**config.mk**
```make
export PLATFORM = sky130hd
export DESIGN_NAME = cu
export DESIGN_NICKNAME = d
export VERILOG_FILES = /design/src/rtl/cu.sv
export SDC_FILE = /design/constraint.sdc
export NUM_CORES = 1
export LEC_CHECK = 0
export CORE_MARGIN = 5
export CORE_UTILIZATION = 55
export CTS_CLUSTER_DIAMETER = 120
export DETAILED_ROUTE_END_ITERATION = 10
export PLACE_DENSITY = 0.76
export SYNTH_ARGS = -nofsm -noshare
export SYNTH_HDL_FRONTEND = slang
export SYNTH_SLANG_ARGS = --single-unit
```
**constraint.sdc**
```tcl
create_clock -name clk -period 0.85 [get_ports clk]
set_input_delay 0.2125 -clock clk [delete_from_list [all_inputs] [get_ports clk]]
set_output_delay 0.2125 -clock clk [all_outputs]
set_load 0.01 [all_outputs]
```
**src/rtl/cu.sv**
```systemverilog
// cu: execute stage of the 8-bit ALU; decodes {opcode,A,B} and registers result and flags one cycle later.
module cu (
  input  logic        clk,
  input  logic        rst_n,
  input  logic        in_valid,
  input  logic [18:0] instruction,
  output logic [7:0]  result,
  output logic        out_valid,
  output logic        carry,
  output logic        zero
);
  logic [2:0]  op;
  logic [7:0]  a, b;
  logic [8:0]  sum, diff;
  logic [15:0] prod;
  logic [7:0]  result_d, result_q;
  logic        carry_d, carry_q, zero_d, zero_q, valid_d, valid_q;
  assign op   = instruction[18:16];
  assign a    = instruction[15:8];
  assign b    = instruction[7:0];
  assign sum  = {1'b0, a} + {1'b0, b};
  assign diff = {1'b0, a} - {1'b0, b};
  assign prod = 16'(a) * 16'(b);
  always_comb begin
    result_d = result_q;
    carry_d  = carry_q;
    zero_d   = zero_q;
    valid_d  = in_valid;
    if (in_valid && op != 3'b000) begin
      unique case (op)
        3'b001:  begin result_d = sum[7:0];   carry_d = sum[8];          end
        3'b010:  begin result_d = diff[7:0];  carry_d = diff[8];         end
        3'b011:  begin result_d = prod[7:0];  carry_d = |prod[15:8];     end
        3'b100:  begin result_d = a & b;      carry_d = 1'b0;            end
        3'b101:  begin result_d = a | b;      carry_d = 1'b0;            end
        3'b110:  begin result_d = a ^ b;      carry_d = 1'b0;            end
        default: begin result_d = ~a;         carry_d = 1'b0;            end
      endcase
      zero_d = (result_d == 8'h00);
    end
  end
  always_ff @(posedge clk or negedge rst_n) begin
    if (!rst_n) begin
      result_q <= 8'h00;
      carry_q  <= 1'b0;
      zero_q   <= 1'b0;
      valid_q  <= 1'b0;
    end else begin
      result_q <= result_d;
      carry_q  <= carry_d;
      zero_q   <= zero_d;
      valid_q  <= valid_d;
    end
  end
  assign result    = result_q;
  assign carry     = carry_q;
  assign zero      = zero_q;
  assign out_valid = valid_q;
endmodule

```
== Word level (Yosys, flattened, before mapping) ==
Cells that the tools add are included.
Word-level totals
  bits in registers: 11
  bits of input ports: 22
  output and inout bits: 11
Operators by class
  add/sub/neg operators: 2
  $mul: 1
  equality and inequality tests: 6
  mux-type cells: 3
  bitwise logic cells: 4
  reduce and logical (&&, ||, !) cells: 4
Operators by type and width (count)
  $pmux W8 S6: 1
  $mul A8 B8 Y16: 1
  $add A8 B8 Y9: 1
  $eq A3 B3 Y1 const B: 3
  $sub A8 B8 Y9: 1
  $and A8 B8 Y8: 1
  $logic_not A8 Y1: 1
  $mux W8: 1
  $not A8 Y8: 1
  $or A8 B8 Y8: 1
  $reduce_or A8 Y1: 1
  $xor A8 B8 Y8: 1
  $eq A3 B2 Y1 const B: 2
  $eq A3 B1 Y1 const B: 1
  $pmux W1 S3: 1
  $reduce_bool A3 Y1: 1
  $logic_and A1 B1 Y1: 1

== Depth between registers and ports, before layout ==
Gate-level depths: netlist of run 1.
  word-level depth: 4
  depth in mapped cells: 17
  gate-level depth less buffers: 17

== Worst setup path after synthesis of run 1 ==
No wires, ideal clock.
  path kind: in2reg
  start point: in instruction[4]
  end point: reg carry_q, in the netlist carry
  setup time: 128 ps
  data arrival time: 4208 ps
  path slack: -3486 ps
  cell stages on the path: 15
  path buffers: 0
  cells stage by stage: ha_1 fa_1 inv_1 fa_1 fa_1 fa_1 inv_1 ha_1 and3_2 a22o_4 o311ai_4 mux2i_1 o21ai_1 a2111oi_2 o41ai_2
On the way
  cells in the longest elaborated chain, start to end: 3
RTL lines
  start, declared: RTL line 6  | input logic [18:0] instruction,
  $mul A8 B8 Y16: RTL line 23  | assign prod = 16'(a) * 16'(b);
  $reduce_or A8 Y1: RTL line 33  | 3'b011: begin result_d = prod[7:0]; carry_d = |prod[15:8]; end
  $pmux W1 S3 (*): RTL line 30  | unique case (op)
  end signal, assigned: RTL line 50  | carry_q <= carry_d;
  end, declared: RTL line 17  | logic carry_d, carry_q, zero_d, zero_q, valid_d, valid_q;
Every way passes the cells marked *; elsewhere a longest branch is shown, timed or not.
A chain may end at the register's enable or synchronous reset.

== Worst setup path in the final report of run 1 ==
  start point: in instruction[12]
  end point: reg carry_q, in the netlist carry
Same word-level chain as after synthesis.

==> results.md, run 1 <==
- GRT Overall Usage: 0.324
- Final hold violations: 0
- Relative slew slack: 0.669
- Num CTS Buffers: 3
- Buffers on Ports: 32
- Max-Cap Viols: 0
- Vias in the first global route: around 4500
- CTS tree: done
- Seq/Total Area, Yosys: 0.0715
- Post-layout min period: 4.07 ns
- Chip width: 93.7 µm
- EDFF count, synth: 0
- Fillers: around 360
- ANT cells: 0
- Synth Warn #: 0
- Hold_ws: 0.296 ns
- Hold Crit Class: primary input to async pin
- Worst slew pin tran: 0.484 ns
- Share of layout cells above drive strength 1: 0.457
- Global placement routability congestion: 1.01
- Peak supply drop: 2740 µV
- Final core utilization: 0.868
- Height of the die: 93.7 µm
- CTS clk-pin slew, worst paths: 0.05 ns
- First-pass GRT wire length: 22.5 mm
- CP max stage cell: fa_1
- Mean Syn Cell Area: approximately 8.0 µm²
- Most frequent CP cell: fa_1
- Peak Freq: 0.246 GHz
- Pins Over Slew Limit: 0
- Critical path peak fanout: 7
- CP Cell Sequence: buf_4 -> ha_4 -> fa_1 -> inv_1 -> fa_1 -> fa_1 -> fa_1 -> inv_2 -> ha_4 -> and3_4 -> a22o_4 -> o311ai_4 -> mux2i_1 -> o21ai_2 -> a2111oi_4 -> o41ai_2
- Final WS setup: -3.22 ns
- Skew-Pair Late Insertion Delay: 0.24 ns
- Hold buffers post-CTS: 0
- Area after DPL: 5420 µm²
- Period utilization: 4.79
- Largest net degree at the start of global routing: 12
- Gr ovfl total: 0
- Failing checks: setup timing
- Initial antenna violation count: 0
- Final setup fails: 21
- Final Skew: 0 ns
- CTS H-Tree Depth: 1
- Leakage: around 2.9 nW
- Post-Syn Area: roughly 3900 µm²
- Final non-filler cell area: ~5900 µm²
- Cell variety after synth: 73
- Yosys reg bits: 11
- Synthesis-to-finish area growth: 53.0%
- Fin nets: 760
- Root Driver: clkbuf_8
- Iteration count of the initial detailed-routing pass: 5
- Syn_nets: 603
- Clk sink count: 11
- RSZ-0062 raised after global routing: true
- TNS Setup: -23.74 ns
- Total number of vias: about 4400
- Worst setup EP type: flop
- Detailed-route DRC error count: 0
- ANT nets after route: 0
- Most frequent cells in the layout: buf_4 (116), inv_1 (56), nor2_1 (50)
- DP Worst Slack: -4.09 ns
- Synth Flop Type: dfrtp_1
- PD cells: roughly 1700 nW/µm²
- Arrival @ worst endpoint: ~4.2 ns
- DRT iter0 DRCs: 390
- Post-synth ARST share: 1.00
- Post-Route WL: about 15 mm
- # IOs: 33
- DR WL/cell: 20.6 µm
- Die area: approximately 9000 µm²
- Vias per cell: 6.01
- DP HPWL: 10.8 mm
- Initial core utilization: 0.567
- Crit path required time: 0.97 ns
- Crit path largest cell delay: 0.51 ns
- Most common cell after layout, fill and taps aside: buf_4
- Worst Setup Start Kind: primary input
- Max clock buf depth: 2
- Core area: 6790 µm²
- Status: finished, violations left
- Rows: 30
- Synth Instances: 483
- Worst setup path category: primary input to flop
==> worst paths after layout <==
check                                start   endpoint  cells after the start  slack (ns)
max reg2reg                      result[6]  result[6]                      2       -0.05
min in group clk                      zero       zero                      2        0.48
min                                  rst_n  out_valid                      2        0.30
max                        instruction[12]      carry                     16       -3.22
min reg2reg                           zero       zero                      2        0.48
max in group asynchronous            rst_n      carry                      2        0.45
==> cell usage after synthesis, drive strengths merged, types with 4 or more instances <==
cell type / instances / share of area
nand2: 56 / 0.055
clkbuf: 5 / 0.010
nor2: 57 / 0.056
nor2b: 4 / 0.0084
nor4: 4 / 0.0081
o21ai: 20 / 0.027
nand2b: 6 / 0.0097
o22ai: 6 / 0.0097
and3: 7 / 0.012
inv: 84 / 0.082
a21oi: 22 / 0.031
dfrtp: 11 / 0.071
mux2i: 5 / 0.013
nand3: 8 / 0.010
a21o: 7 / 0.014
nor3: 8 / 0.010
o211ai: 6 / 0.013
buf: 9 / 0.021
xnor2: 4 / 0.0091
ha: 60 / 0.19
fa: 38 / 0.20
==> registers in the layout, indices dropped and copies added, names as in the netlist <==
name / count
result: 8
carry: 1
out_valid: 1
zero: 1
==> per-layer routing <==
layer | track usage | part of all wire | vias to the layer above
li1 | - | - | 1950
met1 | 0.411 | 0.39 | 2102
met2 | 0.559 | 0.48 | 276
met3 | 0.0377 | 0.074 | 88
met4 | 0.130 | 0.057 | 0
met5 | 0 | 0 | -
==> per-stage QoR <==
| stage | cells | total power, W |
|---|---|---|
| after floorplan | 483 | 0.00551 |
| after global placement | 722 | 0.00786 |
| after detailed placement | 722 | 0.00814 |
| after CTS | 735 | 0.00916 |
| after global routing | 735 | 0.0108 |
| final | 735 | 0.0100 |
==> power by group <==
group          internal (W)  switching (W)
combinational       0.00428        0.00457
sequential         0.000613      0.0000532
clock              0.000330       0.000199
total               0.00522        0.00482
==> kinds of logic after synthesis <==
| family | Yosys count | synth area share |
|---|---|---|
| buffers and inverters | 100 | 0.115 |
| AOI/OAI and AO/OA | 103 | 0.204 |
| adders and majority gates | 98 | 0.392 |
| xor gates and xnor gates | 6 | 0.0136 |
| DFF | 11 | 0.0715 |
| and+or+nand+nor | 157 | 0.182 |
| muxes | 8 | 0.0218 |
==> layout make-up <==
type,instances,area (µm²),area share
clock buffer,4,45.0,0.00764
inverter,86,353,0.0599
multi-input combinational,372,3680,0.624
sequential,11,275,0.0467
tap,96,120,0.0204
timing repair buffer,166,1420,0.241
==> worst max-delay path, delay by kind of cell <==
family	cells	cell delay [ns]
AO/OA/AOI/OAI	5	0.98
adder cells (fa/ha/maj)	6	2.31
buffers and inverters	3	0.24
multiplexers	1	0.27
AND/OR/NAND/NOR	1	0.15
==> timing repair <==
action	CTS	global route
pin swaps	36	27
resized for setup	188	62
endpoints found under the setup margin	21	21
gates cloned	0	0
setup buffers	9	1
Note: power is estimated with default switching activity, not from simulation.
==> run 2, diff against run 1 <==
--- a/config.mk
+++ b/config.mk
@@ -8,6 +8,7 @@
 export CORE_MARGIN = 5
 export CORE_UTILIZATION = 55
 export CTS_CLUSTER_DIAMETER = 120
+export CTS_CLUSTER_SIZE = 10
 export DETAILED_ROUTE_END_ITERATION = 10
 export PLACE_DENSITY = 0.76
 export SYNTH_ARGS = -nofsm -noshare
==> constraint.sdc (replaced) <==
create_clock -name clk -period 3.8 [get_ports clk]
set_input_delay 0.95 -clock clk [delete_from_list [all_inputs] [get_ports clk]]
set_output_delay 0.95 -clock clk [all_outputs]
set_load 0.01 [all_outputs]
==> results.md, run 2 (synthesis results as in run 1) <==
- ANT nets after route: 0 (unchanged)
- Sw Share: 0.471 (-0.00941)
- Period utilization: 1.30
- Height of the die: 93.7 µm (unchanged)
- Global placement routability congestion: 0.928 (-7.8%)
- Most frequent cells in the layout: buf_4 (95), inv_1 (65), nor2_1 (53)
- Vias in the first global route: 3974 (-13%)
- Root Driver: clkbuf_8
- Synthesis-to-finish area growth: 36.0%
- Chip width: 93.7 µm (unchanged)
- Max clock buf depth: 2 (unchanged)
- Buffers on Ports: 32 (unchanged)
- ANT cells: 0 (unchanged)
- Final hold violations: 0 (unchanged)
- Gr ovfl total: 0 (unchanged)
- Hold Crit Class: flop to flop
- DP HPWL: 9.92 mm (-7.9%)
- Clock power share: 0.057 (+0.004)
- Leakage: 2.60 nW (-9.1%)
- Max-Cap Viols: 0 (unchanged)
- Clk sink count: 11 (unchanged)
- Final core utilization: 0.771 (-0.0967)
- Most common cell after layout, fill and taps aside: buf_4
- First-pass GRT wire length: 19.4 mm (-14%)
- Worst setup path category: primary input to flop
- Initial core utilization: 0.567 (unchanged)
- Detailed-route DRC error count: 0 (unchanged)
- Fin nets: 719 (-5.4%)
- Share of layout cells above drive strength 1: 0.323 (-0.134)
- Combinational power share: 0.870 (-0.011)
- Final Skew: 0 ns (unchanged)
- Worst setup EP type: flop
- Die area: 8780 µm² (unchanged)
- Crit path required time: 3.92 ns (+2.95 ns)
- Switching pwr: 0.000960 W (-80%)
- Pins Over Slew Limit: 0 (unchanged)
- GRT Overall Usage: 0.280 (-0.0442)
- Rows: 30 (unchanged)
- Area of the multi-input gates: 3450 µm² (-6.3%)
- Initial antenna violation count: 0 (unchanged)
- Failing checks: setup timing
- Hold buffers post-CTS: 0 (unchanged)
- CTS tree: done
- # IOs: 33 (unchanged)
- Final WS setup: -1.14 ns (+2.08 ns)
- Post-layout min period: 4.94 ns
- DR WL/cell: 16.8 µm (-18%)
- RSZ-0062 raised after global routing: true
- Critical path peak fanout: 4 (-3)
- Skew-Pair Late Insertion Delay: 0.23 ns (about the same)
- Relative slew slack: 0.633 (-0.0355)
- Total number of vias: 3886 (-12%)
- Arrival @ worst endpoint: 5.06 ns (+0.87 ns)
- Post-Route WL: 11.7 mm (-23%)
- CTS H-Tree Depth: 1 (unchanged)
- Worst slew pin tran: 0.548 ns (+0.0641 ns)
- Overall power: 0.00204 W (-80%)
- CTS clk-pin slew, worst paths: 0.05 ns (about the same)
- Peak Freq: 0.202 GHz
- Internal power: 0.00108 W (-79%)
- DRT iter0 DRCs: 246 (-37%)
- Worst Setup Start Kind: primary input
- Fillers: 499 (+38%)
- Vias per cell: 5.60 (-6.8%)
- Largest net degree at the start of global routing: 23 (+11)
- PD cells: 389 nW/µm² (-77%)
- Peak supply drop: 460 µV (-83%)
- Num CTS Buffers: 3 (unchanged)
- Max FFs per register: 8 (unchanged)
- Status: finished, violations left
- Iteration count of the initial detailed-routing pass: 5 (unchanged)
- Flop pwr share: 0.073 (+0.007)
- Core area: 6790 µm² (unchanged)
- Reg area: 275 µm² (unchanged)
- Final setup fails: 6 (-71%)
run 2: cell count changes in the layout (fill, tap and decap cells not counted), moves of 4 or more:
cell / before / now
inv_2: 21 / 16
ha_4: 19 / 10
buf_12: 7 / 0
clkdlybuf4s50_1: 3 / 16
nand2_1: 45 / 52
nand2_2: 7 / 3
o21ai_2: 7 / 2
buf_6: 23 / 8
ha_1: 36 / 47
buf_4: 116 / 95
inv_1: 56 / 65
buf_2: 10 / 1
run 2: timing repair:
action	CTS	global route
resized for setup	100	17
setup endpoints to repair	7	7
setup buffers	4	3
pin swaps	26	17
run 2: final cells by class:
| class | count | share of cell area |
|---|---|---|
| Timing Repair Buffer | 125 | 0.194 |
| Inverter | 86 | 0.0638 |
| Multi-Input combinational cell | 372 | 0.658 |
| Clock buffer | 4 | 0.00860 |
| Sequential cell | 11 | 0.0526 |
| Tap cell | 96 | 0.0229 |
run 2: stage by stage:
stage               hold slack (ns)  instance area [µm²]  std cells  setup slack (ns)  setup TNS (ns)
floorplan                     0.511                 4030        483            -0.886           -2.14
global placement              0.464                 5000        684             -1.95          -10.08
detailed placement            0.468                 5000        684             -1.94          -10.17
CTS                           0.480                 5170        692             -1.09           -4.64
global route                  0.494                 5240        694             -1.26           -5.18
finish                        0.484                 5240        694             -1.14           -4.49
run 2: power by group through the flow:
stage                     Sequential (W)  Combinational, W  Clock [W]
after global placement          0.000148           0.00158          0
after CTS                       0.000148           0.00173   0.000119
after detailed placement        0.000150           0.00162          0
after floorplan                 0.000158           0.00106          0
final                           0.000149           0.00178   0.000116
after global routing            0.000150           0.00197   0.000129
run 2: worst paths after layout:
| kind | start | to | slack [ns] | cells past startpoint |
|---|---|---|---|---|
| max in group asynchronous | rst_n | result[7] | 2.37 | 1 |
| worst max-delay path | instruction[15] | carry | -1.14 | 17 |
| worst min-delay path | result[4] | result[4] | 0.48 | 2 |
| min in group asynchronous | rst_n | result[1] | 1.07 | 1 |
| worst min register to register | result[4] | result[4] | 0.48 | 2 |
| worst max register to register | result[6] | result[6] | 3.03 | 1 |
run 2: worst max-delay path, stage by stage:
cell and delay, ns:
dlygate4sd2_1 0.26, buf_4 0.16, inv_1 0.18, nor2_1 0.09, fa_1 0.48, inv_1 0.05
fa_1 0.49, fa_1 0.51, inv_2 0.05, ha_4 0.22, a21o_1 0.21, a22o_4 0.27
o311ai_4 0.23, mux2i_1 0.29, o21ai_2 0.11, a2111oi_4 0.41, o41ai_2 0.09
run 2: layer usage:
metal | wire [µm] | track usage
met5 | 0 | 0
met3 | 690 | 0.0385
met4 | 230 | 0.0542
met1 | 5320 | 0.395
met2 | 5410 | 0.459
